### src/rtl/bch_gf_pkg.sv
// Shared GF(2^M) helpers and FSM state type for the BCH Chien search.
// All functions are elaboration-time constant functions; no tables.
package bch_gf_pkg;

    localparam int MAX_M = 16;
    localparam int GF_M = 4;
    localparam int GF_ORDER = (1 << GF_M) - 1;
    localparam logic [GF_M:0] DEF_POLY = 5'b10011;

    typedef enum logic [1:0] {
        IDLE,
        EVAL,
        DONE
    } chien_state_e;

    function automatic int gf_exp_mod(int e, int m);
        int ord;
        ord = (1 << m) - 1;
        return e % ord;
    endfunction

    // alpha^-e expressed as a non-negative exponent
    function automatic int gf_neg_exp(int e, int m);
        int ord;
        ord = (1 << m) - 1;
        return (ord - gf_exp_mod(e, m)) % ord;
    endfunction

    function automatic logic [MAX_M-1:0] gf_mul_const(
        logic [MAX_M-1:0] a,
        logic [MAX_M-1:0] c,
        int m,
        logic [MAX_M:0] poly
    );
        logic [MAX_M:0] x;
        logic [MAX_M-1:0] p;
        x = {1'b0, a};
        p = '0;
        for (int i = 0; i < m; i++) begin
            if (c[i]) p = p ^ x[MAX_M-1:0];
            x = x << 1;
            if (x[m]) x = x ^ poly;
        end
        return p;
    endfunction

    function automatic logic [MAX_M-1:0] gf_alpha_pow(
        int e,
        int m,
        logic [MAX_M:0] poly
    );
        logic [MAX_M-1:0] v;
        v = MAX_M'(1);
        for (int i = 0; i < gf_exp_mod(e, m); i++)
            v = gf_mul_const(v, MAX_M'(2), m, poly);
        return v;
    endfunction

endpackage

### src/rtl/gf_mult_const.sv
// Multiply by a fixed GF(2^M) constant C; pure XOR network.
// Each input bit selects one precomputed column C*alpha^b.
module gf_mult_const
    import bch_gf_pkg::*;
#(
    parameter int M = GF_M,
    parameter logic [M:0] PRIM_POLY = DEF_POLY,
    parameter logic [M-1:0] C = M'(1)
) (
    input  logic [M-1:0] a_i,
    output logic [M-1:0] y_o
);

    localparam logic [MAX_M:0] POLY_W = (MAX_M+1)'(PRIM_POLY);

    logic [M-1:0] part [M];

    for (genvar b = 0; b < M; b++) begin : g_col
        localparam logic [MAX_M-1:0] COL =
            gf_mul_const(MAX_M'(1) << b, MAX_M'(C), M, POLY_W);
        assign part[b] = a_i[b] ? COL[M-1:0] : '0;
    end

    always_comb begin
        y_o = '0;
        for (int b = 0; b < M; b++) y_o = y_o ^ part[b];
    end

endmodule

### src/rtl/chien_search_seq.sv
// Sequential Chien search, P positions per cycle, start/done handshake.
// Optional CHIEN_EARLY_TERM_EN: stop once err_count reaches deg.
module chien_search_seq
    import bch_gf_pkg::*;
#(
    parameter int M = GF_M,
    parameter logic [M:0] PRIM_POLY = DEF_POLY,
    parameter int N = 15,
    parameter int T = 2,
    parameter int P = 1
) (
    input  logic                     clk,
    input  logic                     rst,
    input  logic                     start,
    input  logic [T*M-1:0]           lambda,
    input  logic [$clog2(T+1)-1:0]   deg,
    output logic                     busy,
    output logic                     done,
    output logic [N-1:0]             error_vector,
    output logic [$clog2(N+1)-1:0]   err_count,
    output logic                     fail
);

    localparam int DW = $clog2(T+1);
    localparam int CW = $clog2(N+1);
    localparam int NB = (N + P - 1) / P;
    localparam int KW = (NB > 1) ? $clog2(NB) : 1;
    localparam logic [MAX_M:0] POLY_W = (MAX_M+1)'(PRIM_POLY);

    chien_state_e state_q, state_d;
    logic [KW-1:0] k_q, k_d;
    logic [M-1:0] r_q [T];
    logic [M-1:0] r_d [T];
    logic [DW-1:0] deg_q, deg_d;
    logic [N-1:0] ev_q, ev_d;
    logic [CW-1:0] cnt_q, cnt_d;
    logic fail_q, fail_d;
    logic done_q, done_d;

    logic [M-1:0] term [P][T];
    logic [M-1:0] upd [T];
    logic [P-1:0] hit;
    logic [CW-1:0] nhit;

    // lane p sees r_j scaled by alpha^(-j*p)
    for (genvar p = 0; p < P; p++) begin : g_lane
        for (genvar j = 0; j < T; j++) begin : g_term
            localparam logic [M-1:0] CT =
                M'(gf_alpha_pow(gf_neg_exp((j + 1) * p, M), M, POLY_W));
            gf_mult_const #(.M(M), .PRIM_POLY(PRIM_POLY), .C(CT)) u_term (
                .a_i(r_q[j]),
                .y_o(term[p][j])
            );
        end
    end

    for (genvar j = 0; j < T; j++) begin : g_upd
        localparam logic [M-1:0] CU =
            M'(gf_alpha_pow(gf_neg_exp((j + 1) * P, M), M, POLY_W));
        gf_mult_const #(.M(M), .PRIM_POLY(PRIM_POLY), .C(CU)) u_upd (
            .a_i(r_q[j]),
            .y_o(upd[j])
        );
    end

    always_comb begin
        logic [M-1:0] s;
        hit = '0;
        nhit = '0;
        for (int p = 0; p < P; p++) begin
            s = M'(1);
            for (int j = 0; j < T; j++) s = s ^ term[p][j];
            hit[p] = (s == '0) && ((int'(k_q) * P + p) < N);
            nhit = nhit + CW'(hit[p]);
        end
    end

    always_comb begin
        state_d = state_q;
        k_d = k_q;
        r_d = r_q;
        deg_d = deg_q;
        ev_d = ev_q;
        cnt_d = cnt_q;
        fail_d = fail_q;
        done_d = 1'b0;
        unique case (state_q)
            IDLE: begin
                if (start && !done_q) begin
                    deg_d = deg;
                    for (int j = 0; j < T; j++) r_d[j] = lambda[j*M +: M];
                    ev_d = '0;
                    cnt_d = '0;
                    fail_d = 1'b0;
                    k_d = '0;
                    state_d = EVAL;
                end
            end
            EVAL: begin
                for (int i = 0; i < N; i++)
                    for (int p = 0; p < P; p++)
                        if (hit[p] && (int'(k_q) * P + p) == i) ev_d[i] = 1'b1;
                cnt_d = cnt_q + nhit;
                r_d = upd;
                k_d = k_q + KW'(1);
                if (int'(k_q) == NB - 1) state_d = DONE;
`ifdef CHIEN_EARLY_TERM_EN
                if (deg_q != '0 && int'(deg_q) <= T &&
                    int'(cnt_d) == int'(deg_q))
                    state_d = DONE;
`endif
            end
            DONE: begin
                done_d = 1'b1;
                fail_d = (int'(cnt_q) != int'(deg_q)) || (int'(deg_q) > T);
                state_d = IDLE;
            end
            default: state_d = IDLE;
        endcase
    end

    always_ff @(posedge clk or negedge rst) begin
        if (!rst) begin
            state_q <= IDLE;
            k_q <= '0;
            for (int j = 0; j < T; j++) r_q[j] <= '0;
            deg_q <= '0;
            ev_q <= '0;
            cnt_q <= '0;
            fail_q <= 1'b0;
            done_q <= 1'b0;
        end else begin
            state_q <= state_d;
            k_q <= k_d;
            r_q <= r_d;
            deg_q <= deg_d;
            ev_q <= ev_d;
            cnt_q <= cnt_d;
            fail_q <= fail_d;
            done_q <= done_d;
        end
    end

    // busy spans the whole search including the done pulse
    assign busy = (state_q != IDLE) || done_q;
    assign done = done_q;
    assign error_vector = ev_q;
    assign err_count = cnt_q;
    assign fail = fail_q;

endmodule

### config.mk
export PLATFORM = sky130hd
export DESIGN_NAME = chien_search_seq
export DESIGN_NICKNAME = d
export VERILOG_FILES = /design/src/rtl/bch_gf_pkg.sv /design/src/rtl/gf_mult_const.sv /design/src/rtl/chien_search_seq.sv
export SDC_FILE = /design/constraint.sdc
export NUM_CORES = 1
export LEC_CHECK = 0
export ABC_AREA = 1
export CELL_PAD_IN_SITES_DETAIL_PLACEMENT = 1
export CELL_PAD_IN_SITES_GLOBAL_PLACEMENT = 1
export CORE_MARGIN = 3
export CORE_UTILIZATION = 29
export CTS_CLUSTER_DIAMETER = 60
export CTS_CLUSTER_SIZE = 24
export DETAILED_ROUTE_END_ITERATION = 8
export PLACE_DENSITY_LB_ADDON = 0.1
export SYNTH_ARGS = -nofsm -noshare
export SYNTH_HDL_FRONTEND = slang
export SYNTH_SLANG_ARGS = --single-unit
### constraint.sdc
create_clock -name clk -period 2.5 [get_ports clk]
set_input_delay 0.5 -clock clk [delete_from_list [all_inputs] [get_ports clk]]
set_output_delay 0.5 -clock clk [all_outputs]
set_load 0.02 [all_outputs]
Word-level counts from Yosys, hierarchy flattened. Index checks and enable logic that the tools add are counted.

$lt $le $gt $ge: 2. Reduce and logical (&&, ||, !) cells: 45. Multiplexer cells: 44. Add/sub/neg operators: 2. Bitwise operators: 14. Eq/ne operators: 34.

Operator list (number): bitwise XOR 4 bit (13); AND reduction 3 bit (15); != test 2 bit (second input constant) (17); == test 4 bit (second input constant) (8); logical NOT 32 bit (1); one-hot mux 15 bit (2 select lines) (1); two-way mux 4 bit (6); two-way mux 1 bit (21); logical AND 1 bit (17); == test 4 x 3 -> 1 bit (second input constant) (4); one-hot mux 4 bit (2 select lines) (2); one-hot mux 8 bit (2 select lines) (1); two-way mux 15 bit (1); two-way mux 2 bit (6); two-way mux 3 bit (3); == test 4 x 2 -> 1 bit (second input constant) (2); two-way mux 8 bit (1); AND reduction 2 bit (4); nonzero test 2 bit (3); adder 4 x 1 -> 4 bit (1); adder 4 x 1 -> 4 bit (second input constant) (1); logical NOT 4 bit (1); < comparator 4 bit (second input constant) (1); != test 4 x 3 -> 1 bit (1); 9 further kinds (10).

Logic and storage cells: 164. Bits of input ports: 13. Output and inout port bits: 22. Bits in registers: 37.

Depth between registers and ports, before layout.
Depth after elaboration: 11. Gate-level depth with buffers: 12. Depth with buffers taken out: 12.

Hierarchy. Synthesis repeated with hierarchy kept, for this count alone.

Cells, all modules: 259. Area total of the unflattened synthesis: 2082.0 sq um.

By module, submodules not included: chien_search_seq (sequential area each 925.9 sq um, cells an instance 230, area an instance 1921.8 sq um, times used 1); gf_mult_const at g_lane[0].g_term[0].u_term ... (sequential area each 0.0 sq um, cells an instance 4, area an instance 30.0 sq um, times used 2); gf_mult_const at g_upd[1].u_upd (sequential area each 0.0 sq um, cells an instance 13, area an instance 58.8 sq um, times used 1); gf_mult_const at g_upd[0].u_upd (sequential area each 0.0 sq um, cells an instance 8, area an instance 41.3 sq um, times used 1).

Worst setup path before layout. OpenSTA, ideal clock, no wires.

Kind: flip-flop to flip-flop. Start point: reg k_q[0]. End point: reg cnt_q[1] (netlist: err_count[1]). Clock period less this slack: 1.825 ns. Arrival time: 1.704 ns. Slack: 0.675 ns. Data required time: 2.379 ns. Library setup time: 0.121 ns. Path buffers: 0. Stages on the path, launching flop included: 10. Path through: dfrtp_1 -> ha_1 -> nand3_1 -> nand3_1 -> nor2_2 -> nand2_4 -> inv_2 -> ha_1 -> ha_1 -> a22o_1.

Word-level cells in the longest chain between the ends: 4.

Ends and longest elaborated chain: start, declared (RTL line chien_search_seq.sv:31) `logic [KW-1:0] k_q, k_d;`; start signal, assigned (RTL line chien_search_seq.sv:134) `k_q <= k_d;`; < comparator 4 bit (RTL line chien_search_seq.sv:73) `hit[p] = (s == '0) && ((int'(k_q) * P + p) < N);`; logical AND 1 bit (RTL line chien_search_seq.sv:73); adder 4 x 1 -> 4 bit (RTL line chien_search_seq.sv:103) `cnt_d = cnt_q + nhit;`; one-hot mux 4 bit (2 select lines) (RTL line chien_search_seq.sv:87) `unique case (state_q)`; end signal, assigned (RTL line chien_search_seq.sv:138) `cnt_q <= cnt_d;`; end, declared (RTL line chien_search_seq.sv:36) `logic [CW-1:0] cnt_q, cnt_d;`.

Every way passes these cells. A chain may end at the register's enable or synchronous reset.

Final worst setup path.
Start point: reg state_q[0]. End point: out busy.

Word-level cells in the longest chain between the ends: 2.

Ends and longest elaborated chain: start, declared (RTL line chien_search_seq.sv:30) `chien_state_e state_q, state_d;`; start signal, assigned (RTL line chien_search_seq.sv:133) `state_q <= state_d;`; nonzero test 2 bit (RTL line chien_search_seq.sv:145) `assign busy = (state_q != IDLE) || done_q;`; logical OR 1 bit (RTL line chien_search_seq.sv:145); end, declared (RTL line chien_search_seq.sv:17) `output logic busy,`.

Every way passes these cells.

==> metrics.md <==
| Metric | Value |
|---|---|
| Area delta synth->final | `27.1%` |
| CTS H-tree lvls | `2` |
| Via count | `1541` |
| Final Skew | `0.00746 ns` |
| Area contributors post-synth | `dfrtp_1 (51%), nand2_1 (13%), ha_1 (4.2%)` |
| Leakage | `1.08 nW` |
| Initial antenna violation count | `0` |
| Final RePlAce weighted congestion | `0.778` |
| Most common library cells after synthesis | `nand2_1 (63), dfrtp_1 (37), inv_1 (17), nand3_1 (15), o21ai_0 (15)` |
| Largest family of logic cells by synthesized area | `simple AND/OR/NAND/NOR gates` |
| Final Cycle Share | `0.827` |
| Adder-Cell Fraction of Synth Area | `0.0416` |
| Die Width | `84.9 um` |
| Final Power | `2.80 mW` |
| Synth Register Bits | `37` |
| Gr usage total | `0.139` |
| RSZ-0062 raised after global routing | `false` |
| CTS Root Cell | `clkbuf_8` |
| Avg Cell Area, Syn | `8.56 um^2` |
| CTS tree | `done` |
| Synth unique cells | `25` |
| Worst vdd ir | `0.400 mV` |
| Post-CTS Setup Bufs | `0` |
| Post_cts resized | `0` |
| Max-slew headroom | `0.436` |
| Sw Share | `0.440` |
| Hold WC Path Type | `primary input to async pin` |
| DIE HEIGHT | `84.9 um` |
| Post-synth top area cell | `dfrtp_1` |
| Int Power | `1.57 mW` |
| Overall routed net length | `4710 um` |
| Final setup viols | `0` |
| DRT Pass-1 Iters | `4` |
| Die footprint | `7210 um^2` |
| PD cells | `1220 nW/um^2` |
| Post-Synthesis Cells | `211` |
| Primary FF master, synth | `dfrtp_1` |
| Vias/cell | `4.76` |
| Drt drc | `0` |
| Cts bufs inserted | `5` |
| Worst Path Max Fanout | `7` |
| I/O pin count | `35` |
| WP data required | `2.00 ns` |
| Worst setup path category | `flop to output pin` |
| Post-synth top area share | `0.512` |
| Worst-margin pin slew | `0.845 ns` |
| DR WL/cell | `14.5 um` |
| Post-Synth Simple-Gate Area | `0.252` |
| Dpl ws | `0.451 ns` |
| Net Switching | `1.23 mW` |
| Slew Limit Fails | `0` |
| Slack of the critical path | `0.433 ns` |
| Synth async-reset ratio | `1.00` |
| Status | `finished clean` |
| Finished Core Util | `0.383` |
| First-pass GRT wire length | `8010 um` |
| Register area share after synthesis | `0.512` |
| Worst setup SP type | `flop` |
| Multiplexer share of the synthesized area | `0` |
| Worst-path clk slew | `0.08 ns` |
| Worst setup EP type | `output pin` |
| Input/output buffers | `34` |
| Compound-Gate Fraction of Synth Area | `0.113` |
| WP data arrival | `1.57 ns` |
| CTS Buffer Depth | `2` |
| Drt initial violations | `56` |
| Clock sinks | `37` |
| Maxcap violations | `0` |
| TNS Setup | `0 ns` |
| Core Area | `5990 um^2` |
| Post-Syn Nets | `230` |
| Most frequent cell after synthesis | `nand2_1` |
| Flop pwr share | `0.371` |
| Worst-Skew Late Latency | `0.29 ns` |
| Remaining Overflow, GRT | `0` |
| Share of layout cells above drive strength 1 | `0.0763` |
| Fin. Hold Viols | `0` |
| Combinational cell fraction of total power | `0.485` |
| Dpl hpwl | `3520 um` |
| Pin count of the biggest net entering global routing | `38` |
| Cell area after synthesis | `1810 um^2` |
| Row count | `28` |
| Final #Nets | `267` |
| Vias in the first global route | `1650` |
| Post-synth EDFFs | `0` |
| CTS Hold Buffers Added | `0` |
| Final ANT Viol Nets | `0` |
| Max Clk Rate | `484 MHz` |
| Initial Util | `0.302` |
| Clock power frac | `0.144` |
| ANT cells | `0` |
| Final worst path period need | `2.07 ns` |
| Fill count | `732` |
| Synth Area in XOR/XNOR | `0.0242` |
| Synth warnings | `0` |
-- routing by layer --
metal	track usage	wire length (um)
met1	0.181	2260
met2	0.233	2260
met3	0.0340	149
met4	0.0302	44
met5	0	0
-- cell type report --
| cell class | instances | area, um^2 | share of cell area |
|---|---|---|---|
| flip-flops and latches | 37 | 926 | 0.403 |
| well taps | 75 | 93.8 | 0.0409 |
| multi-input cells | 148 | 778 | 0.339 |
| inverters | 22 | 82.6 | 0.0360 |
| repair buffers | 34 | 335 | 0.146 |
| clock buffers | 8 | 80.1 | 0.0349 |
-- cell families (layout without fill, tap and decap cells) --
family                     after synthesis  after routing
buffers and inverters                   26             64
DFF                                     37             37
AOI/OAI and AO/OA                       35             35
xor gates and xnor gates                 5              5
and+or+nand+nor                        102            102
adders and majority gates                6              6
-- path summary, 6_finish.rpt --
path	start	to	slack, ns	cells after the start
worst max-delay path	state_q[0]	busy	0.43	3
worst min-delay path	rst	r_q[3]	0.30	1
worst max register to register	k_q[0]	err_count[2]	0.46	12
worst min register to register	error_vector[10]	error_vector[10]	0.48	2
max in group asynchronous	rst	err_count[2]	1.64	1
min in group clk	error_vector[10]	error_vector[10]	0.48	2
-- sequential cells by signal, indices dropped and copies added (netlist names) --
name	flops
r_q	8
done	1
fail	1
error_vector	15
deg_q	2
state_q	2
err_count	4
k_q	4
-- power groups by stage --
| stage | clock, mW | combinational (mW) | sequential, mW |
|---|---|---|---|
| floorplan | 0 | 0.827 | 1.11 |
| global placement | 0 | 1.37 | 1.06 |
| detailed placement | 0 | 1.38 | 1.06 |
| CTS | 0.418 | 1.39 | 1.05 |
| global route | 0.445 | 1.52 | 1.08 |
| finish | 0.402 | 1.36 | 1.04 |
-- metrics by stage --
step	cells	instance area [um^2]	hold WS [ns]
2_1_floorplan	211	1810	0.204
3_3_place_gp	316	2220	0.464
3_5_place_dp	316	2220	0.466
4_1_cts	324	2300	0.350
5_1_grt	324	2300	0.395
6_report	324	2300	0.301
-- critical path: stages, from the launching register on --
cell	delay [ns]
dfrtp_1	0.55
inv_1	0.07
nand2_1	0.07
clkdlybuf4s50_1	0.59
-- cells in the final DEF, fill, tap and decap left out --
cell              n
o31ai_1           3
a21oi_1           6
o21ai_1           1
xnor2_1           4
nor3_4            1
inv_2             5
nand2_1          63
o211ai_1          3
a22o_1            1
nand2_4           2
nand3_1          15
nand4_1           1
clkbuf_1          3
o2111ai_1         1
inv_1            17
nor2_1           14
xor2_1            1
clkdlybuf4s50_1  33
nor2_2            2
nor2_4            2
o22ai_1           5
ha_1              6
nand2_2           1
clkbuf_8          5
o21ai_0          15
buf_2             1
dfrtp_1          37
nor3_1            1
(Power assumes the default switching activity.)
